[src/rtl/dmem_miss_ctrl_if.sv]
// Memory-stage request / data-memory bus bundle for the data-cache miss controller.
// The master side is the pipeline + cache, the slave side is dmem_miss_ctrl.
interface dmem_miss_ctrl_if;
    logic        req_valid;
    logic        wren;
    logic [31:0] addr;
    logic        hit;
    logic        stall;
    logic        mem_rd_en;
    logic        mem_wr_en;
    logic [31:0] mem_addr;
    logic        fill_en;
    logic        countdone;
    logic [15:0] miss_count;

    modport master (
        output req_valid, wren, addr, hit,
        input  stall, mem_rd_en, mem_wr_en, mem_addr, fill_en, countdone, miss_count
    );

    modport slave (
        input  req_valid, wren, addr, hit,
        output stall, mem_rd_en, mem_wr_en, mem_addr, fill_en, countdone, miss_count
    );
endinterface

[src/rtl/dmem_miss_ctrl.sv]
// Data-cache miss/store controller: stalls the pipeline while a line refill or word write runs.
// Define DMEM_WRITE_ALLOCATE_EN to refill the line on a store miss before writing the word.
module dmem_miss_ctrl #(
    parameter int MEM_LAT = 4   // memory latency in cycles, 1..15
) (
    input  logic             clk,
    input  logic             rst,
    dmem_miss_ctrl_if.slave  bus
);

    typedef enum logic [2:0] {
        ST_IDLE,
        ST_REFILL,
        ST_FILL,
        ST_WRITE,
        ST_DONE
    } state_t;

    localparam logic [3:0] LAT_LAST = 4'(MEM_LAT - 1);

    state_t      state_reg, state_next;
    logic [3:0]  cnt_reg, cnt_next;
    logic [31:0] mem_addr_reg, mem_addr_next;
    logic [31:0] word_addr_reg, word_addr_next;
    logic        store_pend_reg, store_pend_next;
    logic [15:0] miss_count_reg, miss_count_next;

    logic        stall_c;
    logic        rd_c;
    logic        wr_c;
    logic        fill_c;
    logic        done_c;

    logic [31:0] line_addr;
    logic [31:0] word_addr;
    logic [15:0] miss_count_inc;

    assign line_addr      = {bus.addr[31:3], 3'b000};
    assign word_addr      = {bus.addr[31:2], 2'b00};
    assign miss_count_inc = (miss_count_reg == 16'hFFFF) ? miss_count_reg : miss_count_reg + 16'd1;

    always_ff @(posedge clk) begin
        if (!rst) begin
            state_reg      <= ST_IDLE;
            cnt_reg        <= 4'd0;
            mem_addr_reg   <= 32'd0;
            word_addr_reg  <= 32'd0;
            store_pend_reg <= 1'b0;
            miss_count_reg <= 16'd0;
        end else begin
            state_reg      <= state_next;
            cnt_reg        <= cnt_next;
            mem_addr_reg   <= mem_addr_next;
            word_addr_reg  <= word_addr_next;
            store_pend_reg <= store_pend_next;
            miss_count_reg <= miss_count_next;
        end
    end

    always_comb begin
        state_next      = state_reg;
        cnt_next        = cnt_reg;
        mem_addr_next   = mem_addr_reg;
        word_addr_next  = word_addr_reg;
        store_pend_next = store_pend_reg;
        miss_count_next = miss_count_reg;
        stall_c         = 1'b0;
        rd_c            = 1'b0;
        wr_c            = 1'b0;
        fill_c          = 1'b0;
        done_c          = 1'b0;

        case (state_reg)
            ST_IDLE: begin
                cnt_next = 4'd0;
                if (bus.req_valid && !bus.wren && !bus.hit) begin
                    stall_c         = 1'b1;
                    mem_addr_next   = line_addr;
                    store_pend_next = 1'b0;
                    miss_count_next = miss_count_inc;
                    state_next      = ST_REFILL;
                end else if (bus.req_valid && bus.wren) begin
                    stall_c        = 1'b1;
                    word_addr_next = word_addr;
                    if (bus.hit) begin
                        mem_addr_next   = word_addr;
                        store_pend_next = 1'b0;
                        state_next      = ST_WRITE;
                    end else begin
                        miss_count_next = miss_count_inc;
`ifdef DMEM_WRITE_ALLOCATE_EN
                        // Allocate: fetch the line first, write the word after the fill.
                        mem_addr_next   = line_addr;
                        store_pend_next = 1'b1;
                        state_next      = ST_REFILL;
`else
                        mem_addr_next   = word_addr;
                        store_pend_next = 1'b0;
                        state_next      = ST_WRITE;
`endif
                    end
                end
            end

            ST_REFILL: begin
                stall_c = 1'b1;
                rd_c    = 1'b1;
                if (cnt_reg == LAT_LAST) begin
                    cnt_next   = 4'd0;
                    state_next = ST_FILL;
                end else begin
                    cnt_next = cnt_reg + 4'd1;
                end
            end

            ST_FILL: begin
                stall_c = 1'b1;
                fill_c  = 1'b1;
                if (store_pend_reg) begin
                    // Switch the bus from the line address to the pending store's word.
                    mem_addr_next = word_addr_reg;
                    state_next    = ST_WRITE;
                end else begin
                    state_next = ST_DONE;
                end
            end

            ST_WRITE: begin
                stall_c = 1'b1;
                wr_c    = 1'b1;
                if (cnt_reg == LAT_LAST) begin
                    cnt_next   = 4'd0;
                    state_next = ST_DONE;
                end else begin
                    cnt_next = cnt_reg + 4'd1;
                end
            end

            ST_DONE: begin
                done_c          = 1'b1;
                store_pend_next = 1'b0;
                state_next      = ST_IDLE;
            end

            default: begin
                state_next = ST_IDLE;
                cnt_next   = 4'd0;
            end
        endcase
    end

    // Control outputs are forced low while reset is held, whatever the inputs do.
    assign bus.stall      = rst & stall_c;
    assign bus.mem_rd_en  = rst & rd_c;
    assign bus.mem_wr_en  = rst & wr_c;
    assign bus.fill_en    = rst & fill_c;
    assign bus.countdone  = rst & done_c;
    assign bus.mem_addr   = mem_addr_reg;
    assign bus.miss_count = miss_count_reg;

endmodule

[src/flat_wrapper.sv]
// flat-port wrapper written by rule: the top's interface ports become plain ports
module dmem_miss_ctrl_flat 
#(
    parameter int MEM_LAT = 4                                     
)
  (clk, rst, bus_req_valid, bus_wren, bus_addr, bus_hit, bus_stall, bus_mem_rd_en, bus_mem_wr_en, bus_mem_addr, bus_fill_en, bus_countdone, bus_miss_count);
  dmem_miss_ctrl_if bus_i ();
  input  logic clk;
  input  logic rst;
  input wire logic [$bits(bus_i.req_valid)-1:0] bus_req_valid;
  input wire logic [$bits(bus_i.wren)-1:0] bus_wren;
  input wire logic [$bits(bus_i.addr)-1:0] bus_addr;
  input wire logic [$bits(bus_i.hit)-1:0] bus_hit;
  output wire logic [$bits(bus_i.stall)-1:0] bus_stall;
  output wire logic [$bits(bus_i.mem_rd_en)-1:0] bus_mem_rd_en;
  output wire logic [$bits(bus_i.mem_wr_en)-1:0] bus_mem_wr_en;
  output wire logic [$bits(bus_i.mem_addr)-1:0] bus_mem_addr;
  output wire logic [$bits(bus_i.fill_en)-1:0] bus_fill_en;
  output wire logic [$bits(bus_i.countdone)-1:0] bus_countdone;
  output wire logic [$bits(bus_i.miss_count)-1:0] bus_miss_count;
  assign bus_i.req_valid = bus_req_valid;
  assign bus_i.wren = bus_wren;
  assign bus_i.addr = bus_addr;
  assign bus_i.hit = bus_hit;
  assign bus_stall = bus_i.stall;
  assign bus_mem_rd_en = bus_i.mem_rd_en;
  assign bus_mem_wr_en = bus_i.mem_wr_en;
  assign bus_mem_addr = bus_i.mem_addr;
  assign bus_fill_en = bus_i.fill_en;
  assign bus_countdone = bus_i.countdone;
  assign bus_miss_count = bus_i.miss_count;
  dmem_miss_ctrl #(.MEM_LAT(MEM_LAT)) u_core (.clk(clk), .rst(rst), .bus(bus_i));
endmodule
[config.mk]
export PLATFORM = sky130hd
export DESIGN_NAME = dmem_miss_ctrl_flat
export DESIGN_NICKNAME = d
export VERILOG_FILES = /design/src/rtl/dmem_miss_ctrl_if.sv /design/src/rtl/dmem_miss_ctrl.sv /design/src/flat_wrapper.sv
export SDC_FILE = /design/constraint.sdc
export NUM_CORES = 1
export LEC_CHECK = 0
export ABC_AREA = 1
export CORE_MARGIN = 4
export CORE_UTILIZATION = 58
export CTS_BUF_LIST = sky130_fd_sc_hd__clkbuf_2 sky130_fd_sc_hd__clkbuf_4 sky130_fd_sc_hd__clkbuf_8
export DETAILED_ROUTE_END_ITERATION = 10
export DONT_BUFFER_PORTS = 1
export GPL_ROUTABILITY_DRIVEN = 0
export PLACE_DENSITY = 0.74
export SYNTH_ARGS = -nofsm -noshare
export SYNTH_HDL_FRONTEND = slang
export SYNTH_SLANG_ARGS = --single-unit
[constraint.sdc]
create_clock -name clk -period 1.5 [get_ports clk]
set_input_delay 0.15 -clock clk [delete_from_list [all_inputs] [get_ports clk]]
set_output_delay 0.15 -clock clk [all_outputs]
set_load 0.01 [all_outputs]
==> results of run 1 <==
-- cell families after synthesis --
| logic type | Yosys count |
|---|---|
| buffers and inverters | 53 |
| AND/OR/NAND/NOR | 183 |
| adder cells (fa/ha/maj) | 2 |
| AO/OA/AOI/OAI | 75 |
| XOR/XNOR | 1 |
| flip-flops | 53 |
| other | 1 |
-- cell type report --
type / instances / area (sq um)
Clock inverter: 1 / 8.758
Timing Repair Buffer: 54 / 504.2
Multi-Input combinational cell: 263 / 1290
Clock buffer: 7 / 96.34
Tap cell: 50 / 62.56
Inverter: 33 / 126.4
Sequential cell: 53 / 1065
Fill cell: 298 / 962.2
-- critical path, stage by stage (launching register included) --
cell	delay, ns
sky130_fd_sc_hd__dfxtp_1	0.34
sky130_fd_sc_hd__inv_2	0.12
sky130_fd_sc_hd__nand3_4	0.10
sky130_fd_sc_hd__buf_8	0.16
sky130_fd_sc_hd__nor2_1	0.09
sky130_fd_sc_hd__buf_4	0.13
-- final timing paths --
kind / startpoint / end / slack, ns
worst max-delay path: u_core.state_reg[2] / bus_fill_en / 0.11
worst min-delay path: bus_addr[30] / u_core.bus.mem_addr[30] / 0.002
worst max register to register: u_core.bus.miss_count[1] / u_core.bus.miss_count[15] / 0.12
worst min register to register: u_core.cnt_reg[0] / u_core.cnt_reg[0] / 0.50
-- cell usage in the layout, fill, tap and decap left out, drive strengths merged --
| cell | synthesis | final |
|---|---|---|
| nor2 | 86 | 86 |
| nand2 | 62 | 62 |
| dfxtp | 53 | 53 |
| a21oi | 41 | 41 |
| inv | 33 | 34 |
| o21ai | 33 | 33 |
| nand3 | 30 | 30 |
| buf | 10 | 29 |
| dlygate4sd3 | 0 | 25 |
| clkbuf | 10 | 7 |
| nand4 | 3 | 3 |
| conb | 1 | 2 |
| ha | 2 | 2 |
| xor2 | 1 | 1 |
| nor3 | 1 | 1 |
| o211ai | 1 | 1 |
| nor2b | 1 | 1 |
-- metal layers --
layer / track usage / share of wire
met1: 0.3074 / 0.43
met4: 0.06841 / 0.012
met3: 0.07838 / 0.084
met5: 0 / 0
met2: 0.4104 / 0.48
-- metrics by stage --
stage	power [mW]	area (sq um)
after floorplan	2.567	2540
after global placement	2.751	2705
after detailed placement	2.776	2705
after CTS	3.752	3085
after global routing	4.060	3153
final	3.827	3153
-- cells in the mapped netlist (5+ instances only) --
cell type / n
sky130_fd_sc_hd__nand3_1: 26
sky130_fd_sc_hd__buf_2: 5
sky130_fd_sc_hd__dfxtp_1: 53
sky130_fd_sc_hd__o21ai_1: 10
sky130_fd_sc_hd__a21oi_1: 40
sky130_fd_sc_hd__nand2_1: 58
sky130_fd_sc_hd__inv_1: 29
sky130_fd_sc_hd__nor2_1: 77
sky130_fd_sc_hd__nor2_4: 5
sky130_fd_sc_hd__o21ai_0: 23
sky130_fd_sc_hd__clkbuf_1: 9
-- power by group through the flow --
stage          clock network [mW]  logic (mW)  registers, mW
5_1_grt                     0.976        1.20           1.88
4_1_cts                     0.918       0.992           1.84
6_report                    0.907        1.06           1.86
2_1_floorplan                   0       0.728           1.84
3_3_place_gp                    0       0.882           1.87
3_5_place_dp                    0       0.907           1.87
-- what timing repair did --
action,CTS,global route
resized for setup,2,18
endpoints found under the setup margin,1,31
hold endpoints to repair,49,0
pin swaps,0,4
setup buffers,0,1
hold buffers,26,0
==> implementation parameters, run 1 <==
Parameter                              Value

Run status
  Run status ... complete, no violations

Critical path
  Crit start category ... flip-flop
  Worst EP arrival ... about 1.2 ns
  Worst Setup Path Type ... flip-flop to primary output
  Maximum fanout count along the critical path ... 15
  Cell depth of the worst flop-to-flop path ... 9
  Critical path endpoint category ... primary output
  CP Data Required Time ... between 1 and 1.5 ns

Drt
  Drt first-iter violations ... between 90 and 100
  Residual antenna-violating net count after detailed routing ... 0
  Mean number of vias per cell ... 5.358
  Post-detailed-route DRC marker count ... 0
  Via count of the routed design ... around 2500
  Wirelength, routed ... ~6400 um
  Detailed-router iteration count before antenna repair ... 4
  Wire length per cell after detailed routing ... 13.94 um

Synthesis
  Post-synth cell types ... 27
  Synth Area in Adders ... 0.009872
  Synth Area in Simple Gates ... 0.3228
  EDFF count, synth ... 0
  Flop and latch count out of synthesis ... 53
  Top cell type by total area after synthesis ... sky130_fd_sc_hd__dfxtp_1
  Syn Area/Cell ... about 6.9 sq um
  Synthesized-area fraction occupied by xor and xnor cells ... 0.003455
  Synth Warn # ... 0
  Top cells by area in the synthesized netlist ... sky130_fd_sc_hd__dfxtp_1, sky130_fd_sc_hd__nor2_1, sky130_fd_sc_hd__nand2_1, sky130_fd_sc_hd__a21oi_1, sky130_fd_sc_hd__nand3_1
  Post-Synthesis Cell Area ... around 2500 sq um
  Multiplexer share of the synthesized area ... 0
  Proportion of synthesized flip-flops having asynchronous set or reset ... 0
  Yosys top cell area share ... 0.4186
  Cells after synthesis ... ~370
  Combinational family with the most area after synthesis ... simple AND/OR/NAND/NOR gates
  Post-synthesis compound-gate area fraction ... 0.1505
  Top flip-flop cell by instance count after synthesis ... sky130_fd_sc_hd__dfxtp_1
  Portion of the post-synthesis area used by sequential elements ... 0.4186

Flow run
  Count of max-cap constraint violations ... 0

Pwr
  P per Cell Area ... 1214 nW/um^2
  Power share of the clock group ... 0.237
  Sequential cell fraction of total power ... 0.485
  Highest ir drop seen on vdd ... roughly 0.95 mV
  Switching part of the total ... 0.3613
  Leakage ... ~1.3 nW
  Combinational power share ... 0.278
  Pint ... between 2 and 2.5 mW
  Total net switching power ... 1.383 mW

STA
  Hold violation total from the final report ... 0
  PnR worst setup slack ... between 0.1 and 0.15 ns
  Count of final setup violators ... 0
  Max Clock Freq ... between 700 and 800 MHz
  Final setup TNS ... 0 ns
  Hold slack ... around 0.0019 ns
  Count of pins over their slew limit ... 0
  Post-route clock skew ... about 0.0052 ns
  Post-route clock period utilization ... 0.9299
  Post-layout minimum cycle time ... 1.395 ns
  RSZ-0062 raised after global routing ... true

Clocking
  Root Buffer Master ... sky130_fd_sc_hd__clkbuf_8
  Clock latency on the worst-skew pair ... roughly 0.30 ns
  TritonCTS clock tree ... done
  Clock slew at reported path FFs ... 0.10 ns
  Number of levels in the clock H-tree ... 2
  Inserted Clock Buffers ... 5
  TritonCTS sink count ... 53
  Worst-case clock buffer depth ... 2

Placement
  Estimated wirelength of the detail-placed design ... ~4100 um
  Setup slack after placement ... approximately 0.027 ns
  Instance count after placement with tap cells included ... between 400 and 500
  Count of input and output buffers ... 0

Floorplanning
  Initial standard-cell utilization of the core ... 0.6160
  Area of the placeable core ... 4115 sq um
  Full die area ... about 5500 sq um
  Number of top-level pins ... 90
  Count of standard-cell rows ... 23
  Overall die height ... approximately 74 um
  X dimension of the die ... 74.11 um

Global routing
  Global Route Usage Sum ... 0.2465
  Pin count of the biggest net entering global routing ... between 40 and 50
  Vias in the first global route ... about 2400
  Number of antenna violations at the first check in global routing ... 0
  Global-route wire length before repair ... about 11000 um
  GRT Residual Overflow ... 0

Finish
  Final standard cell count with taps included and fillers excluded ... between 400 and 500
  Layout area overhead ... 24.38%
  Final layout net count ... roughly 450
  Max reg flops ... 30
  Post-route core utilization ... 0.7662
  Diodes inserted ... 0
  Share of post-route cells with drive strength above 1 ... 0.1776

Min path
  Worst min-delay path class ... input port to flip-flop
  Number of cells traversed by the worst hold path ... 2
No activity file was read; power rests on OpenSTA's default activity.
==> run 2, diff against run 1 <==
Settings changed: PLACE_DENSITY 0.74 to 0.85.
==> implementation parameters, run 2 (synthesized netlist as in run 1, its figures left out) <==
Parameter                              Value

Finish
  Share of post-route cells with drive strength above 1 ... 0.2105 (+0.03291)
  Max reg flops ... 30 (unchanged)
  Diodes inserted ... 0 (unchanged)
  Layout area overhead ... 29.02%
  Multi-input gate area ... 1330 sq um (+3.1%)
  Filler instances ... 278 (-6.7%)
  Sequential standard cell area ... 1070 sq um (+0.47%)
  Final layout net count ... 456 (+1.6%)
  Commonest cells after routing, fill and taps aside ... sky130_fd_sc_hd__nor2_1, sky130_fd_sc_hd__nand2_1, sky130_fd_sc_hd__dfxtp_1, sky130_fd_sc_hd__a21oi_1, sky130_fd_sc_hd__dlygate4sd3_1
  Final standard cell count with taps included and fillers excluded ... 468 (+1.5%)
  Most common cell after layout, fill and taps aside ... sky130_fd_sc_hd__nor2_1

Critical path
  Sequence of cells on the critical path ... ha_4 > nand2_2 > nor2_4 > nand2_2 > nor2_4 > nor2_4 > clkbuf_16 > a21oi_1 > nor2_1
  Critical Path Max Stage Delay ... 0.37 ns (+0.03 ns)
  Crit start category ... flip-flop
  Maximum fanout count along the critical path ... 6 (-9)
  FF-to-FF Start ... u_core.bus.miss_count[1]
  Source of the critical timing path ... u_core.bus.miss_count[1]
  Crit Reg-Reg Endpoint ... u_core.bus.miss_count[11]
  Worst EP arrival ... 1.67 ns (+0.43 ns)
  Worst Setup Path Type ... flip-flop to flip-flop
  Last element of the critical path ... u_core.bus.miss_count[11]
  Worst reg-to-reg setup slack ... 0.05 ns (-0.07 ns)
  Top cell by count, worst path ... sky130_fd_sc_hd__nor2_4
  Cell depth of the worst flop-to-flop path ... 9 (unchanged)
  CP Data Required Time ... 1.71 ns (+0.36 ns)
  Critical Path Slowest Stage Cell ... sky130_fd_sc_hd__dfxtp_2
  Critical path endpoint category ... flip-flop

Floorplanning
  Initial standard-cell utilization of the core ... 0.6160 (unchanged)
  Number of top-level pins ... 90 (unchanged)
  Full die area ... 5492 sq um (unchanged)
  Count of standard-cell rows ... 23 (unchanged)
  Area of the placeable core ... 4115 sq um (unchanged)
  X dimension of the die ... 74.11 um (unchanged)
  Overall die height ... 74.11 um (unchanged)

Clocking
  Clock latency on the worst-skew pair ... 0.32 ns (+0.02 ns)
  Worst-case clock buffer depth ... 2 (unchanged)
  Clock slew at reported path FFs ... 0.10 ns (about the same)
  Number of levels in the clock H-tree ... 2 (unchanged)
  TritonCTS sink count ... 53 (unchanged)
  Root Buffer Master ... sky130_fd_sc_hd__clkbuf_8
  TritonCTS clock tree ... done
  Inserted Clock Buffers ... 5 (unchanged)

Global routing
  Fraction of met3 tracks used by global routing ... 0.08649 (+0.008108)
  Vias in the first global route ... 2542 (+6.3%)
  Busiest grt layer ... met2
  Number of antenna violations at the first check in global routing ... 0 (unchanged)
  Global-route wire length before repair ... 11650 um (+8.6%)
  Pin count of the biggest net entering global routing ... 49 (unchanged)
  GRT met2 Usage ... 0.4961 (+0.08563)
  Met1 track utilization from global routing ... 0.2917 (-0.01577)
  Global Route Usage Sum ... 0.2746 (+0.02816)
  GRT Residual Overflow ... 0 (unchanged)

Pwr
  Pint ... 2.416 mW (-1.2%)
  Total net switching power ... 1.482 mW (+7.1%)
  Highest ir drop seen on vdd ... 0.9328 mV (-1.4%)
  Leakage ... 1.357 nW (+3.0%)
  Switching part of the total ... 0.3802 (+0.01886)
  Combinational power share ... 0.290 (+0.012)
  Power share of the clock group ... 0.231 (-0.006)
  Final Power ... 3.897 mW (+1.8%)
  P per Cell Area ... 1192 nW/um^2 (-1.8%)
  Sequential cell fraction of total power ... 0.480 (-0.005)

Drt
  Post-detailed-route DRC marker count ... 0 (unchanged)
  Wire length per cell after detailed routing ... 16.34 um (+17%)
  Residual antenna-violating net count after detailed routing ... 0 (unchanged)
  Via count of the routed design ... 2659 (+7.7%)
  Wirelength, routed ... 7645 um (+19%)
  Mean number of vias per cell ... 5.682 (+6.0%)
  Detailed-router iteration count before antenna repair ... 4 (unchanged)
  Drt first-iter violations ... 159 (+73%)

STA
  Count of pins over their slew limit ... 0 (unchanged)
  PnR worst setup slack ... 0.04786 ns (-0.05734 ns)
  Hold violation total from the final report ... 1 (+1)
  Post-route clock period utilization ... 0.9681 (+0.03822)
  Count of final setup violators ... 0 (unchanged)
  Post-layout minimum cycle time ... 1.452 ns (+0.05734 ns)
  Hold slack ... -0.004505 ns (-0.006370 ns)
  Max Clock Freq ... 688.6 MHz (-3.9%)
  Post-route clock skew ... 0.006132 ns (+0.0009285 ns)

Placement
  Count of input and output buffers ... 0 (unchanged)
  Instance count after placement with tap cells included ... 427 (+0.23%)
  Estimated wirelength of the detail-placed design ... 4398 um (+7.9%)
  Setup slack after placement ... -0.04242 ns (-0.06940 ns)

Run status
  Run status ... finished with violations
  Violations in the final reports ... negative hold slack

Flow run
  Count of max-cap constraint violations ... 0 (unchanged)

Min path
  Worst min-delay path class ... input port to flip-flop
[run 2: how the worst min path moves through the flow]
stage                             from                        to  slack [ns]  depth (start not counted)
after global routing      bus_addr[11]   u_core.bus.mem_addr[11]       0.005                          2
after CTS                          rst       u_core.state_reg[2]       0.007                          2
after global placement             rst  u_core.bus.miss_count[0]        0.28                          2
after detailed placement           rst  u_core.bus.miss_count[8]        0.28                          2
after floorplan           bus_addr[10]   u_core.bus.mem_addr[10]        0.29                          2
final                     bus_addr[11]   u_core.bus.mem_addr[11]      -0.005                          2
[run 2: area by class of cell]
cell class | count | share of cell area
Multi-Input combinational cell | 263 | 0.4067
Sequential cell | 53 | 0.3271
Timing Repair Buffer | 61 | 0.1779
Inverter | 33 | 0.03864
Clock buffer | 6 | 0.02525
Tap cell | 50 | 0.01913
Clock inverter | 2 | 0.005356
[run 2: stage by stage]
step	area (sq um)	TNS (ns)	utilization
after floorplan	2540	0	-
after global placement	2713	0	0.6592
after detailed placement	2713	-0.1527	0.6592
after CTS	3146	0	0.7644
after global routing	3271	-0.04183	0.7948
final	3271	0	0.7948
[run 2: worst max-delay path: cells and delay by family (launching register included)]
| kind | cells | cell delay, ns |
|---|---|---|
| simple gates | 6 | 0.52 |
| buf+inv | 1 | 0.16 |
| compound gates | 1 | 0.14 |
| fa+ha+maj | 1 | 0.15 |
| flops | 1 | 0.37 |
[run 2: power by group through the flow]
stage	logic (mW)	clock network [mW]	registers [mW]
final	1.13	0.899	1.87
after global routing	1.24	0.961	1.90
after CTS	1.03	0.900	1.85
after detailed placement	0.901	0	1.88
after global placement	0.871	0	1.87
after floorplan	0.728	0	1.84
[run 2: repair_timing]
action                                  4_1_cts  5_1_grt
pin swaps                                     0        9
gates cloned                                  1        1
resized for setup                             6       29
hold buffers                                 30        0
buffers inserted                              0        1
endpoints found under the hold margin        49        0
endpoints found under the setup margin       16       38
[run 2: routing by layer]
metal,up-vias,share of wire
met3,22,0.078
met2,107,0.52
met4,0,0.028
li1,1274,-
met1,1256,0.38
met5,-,0
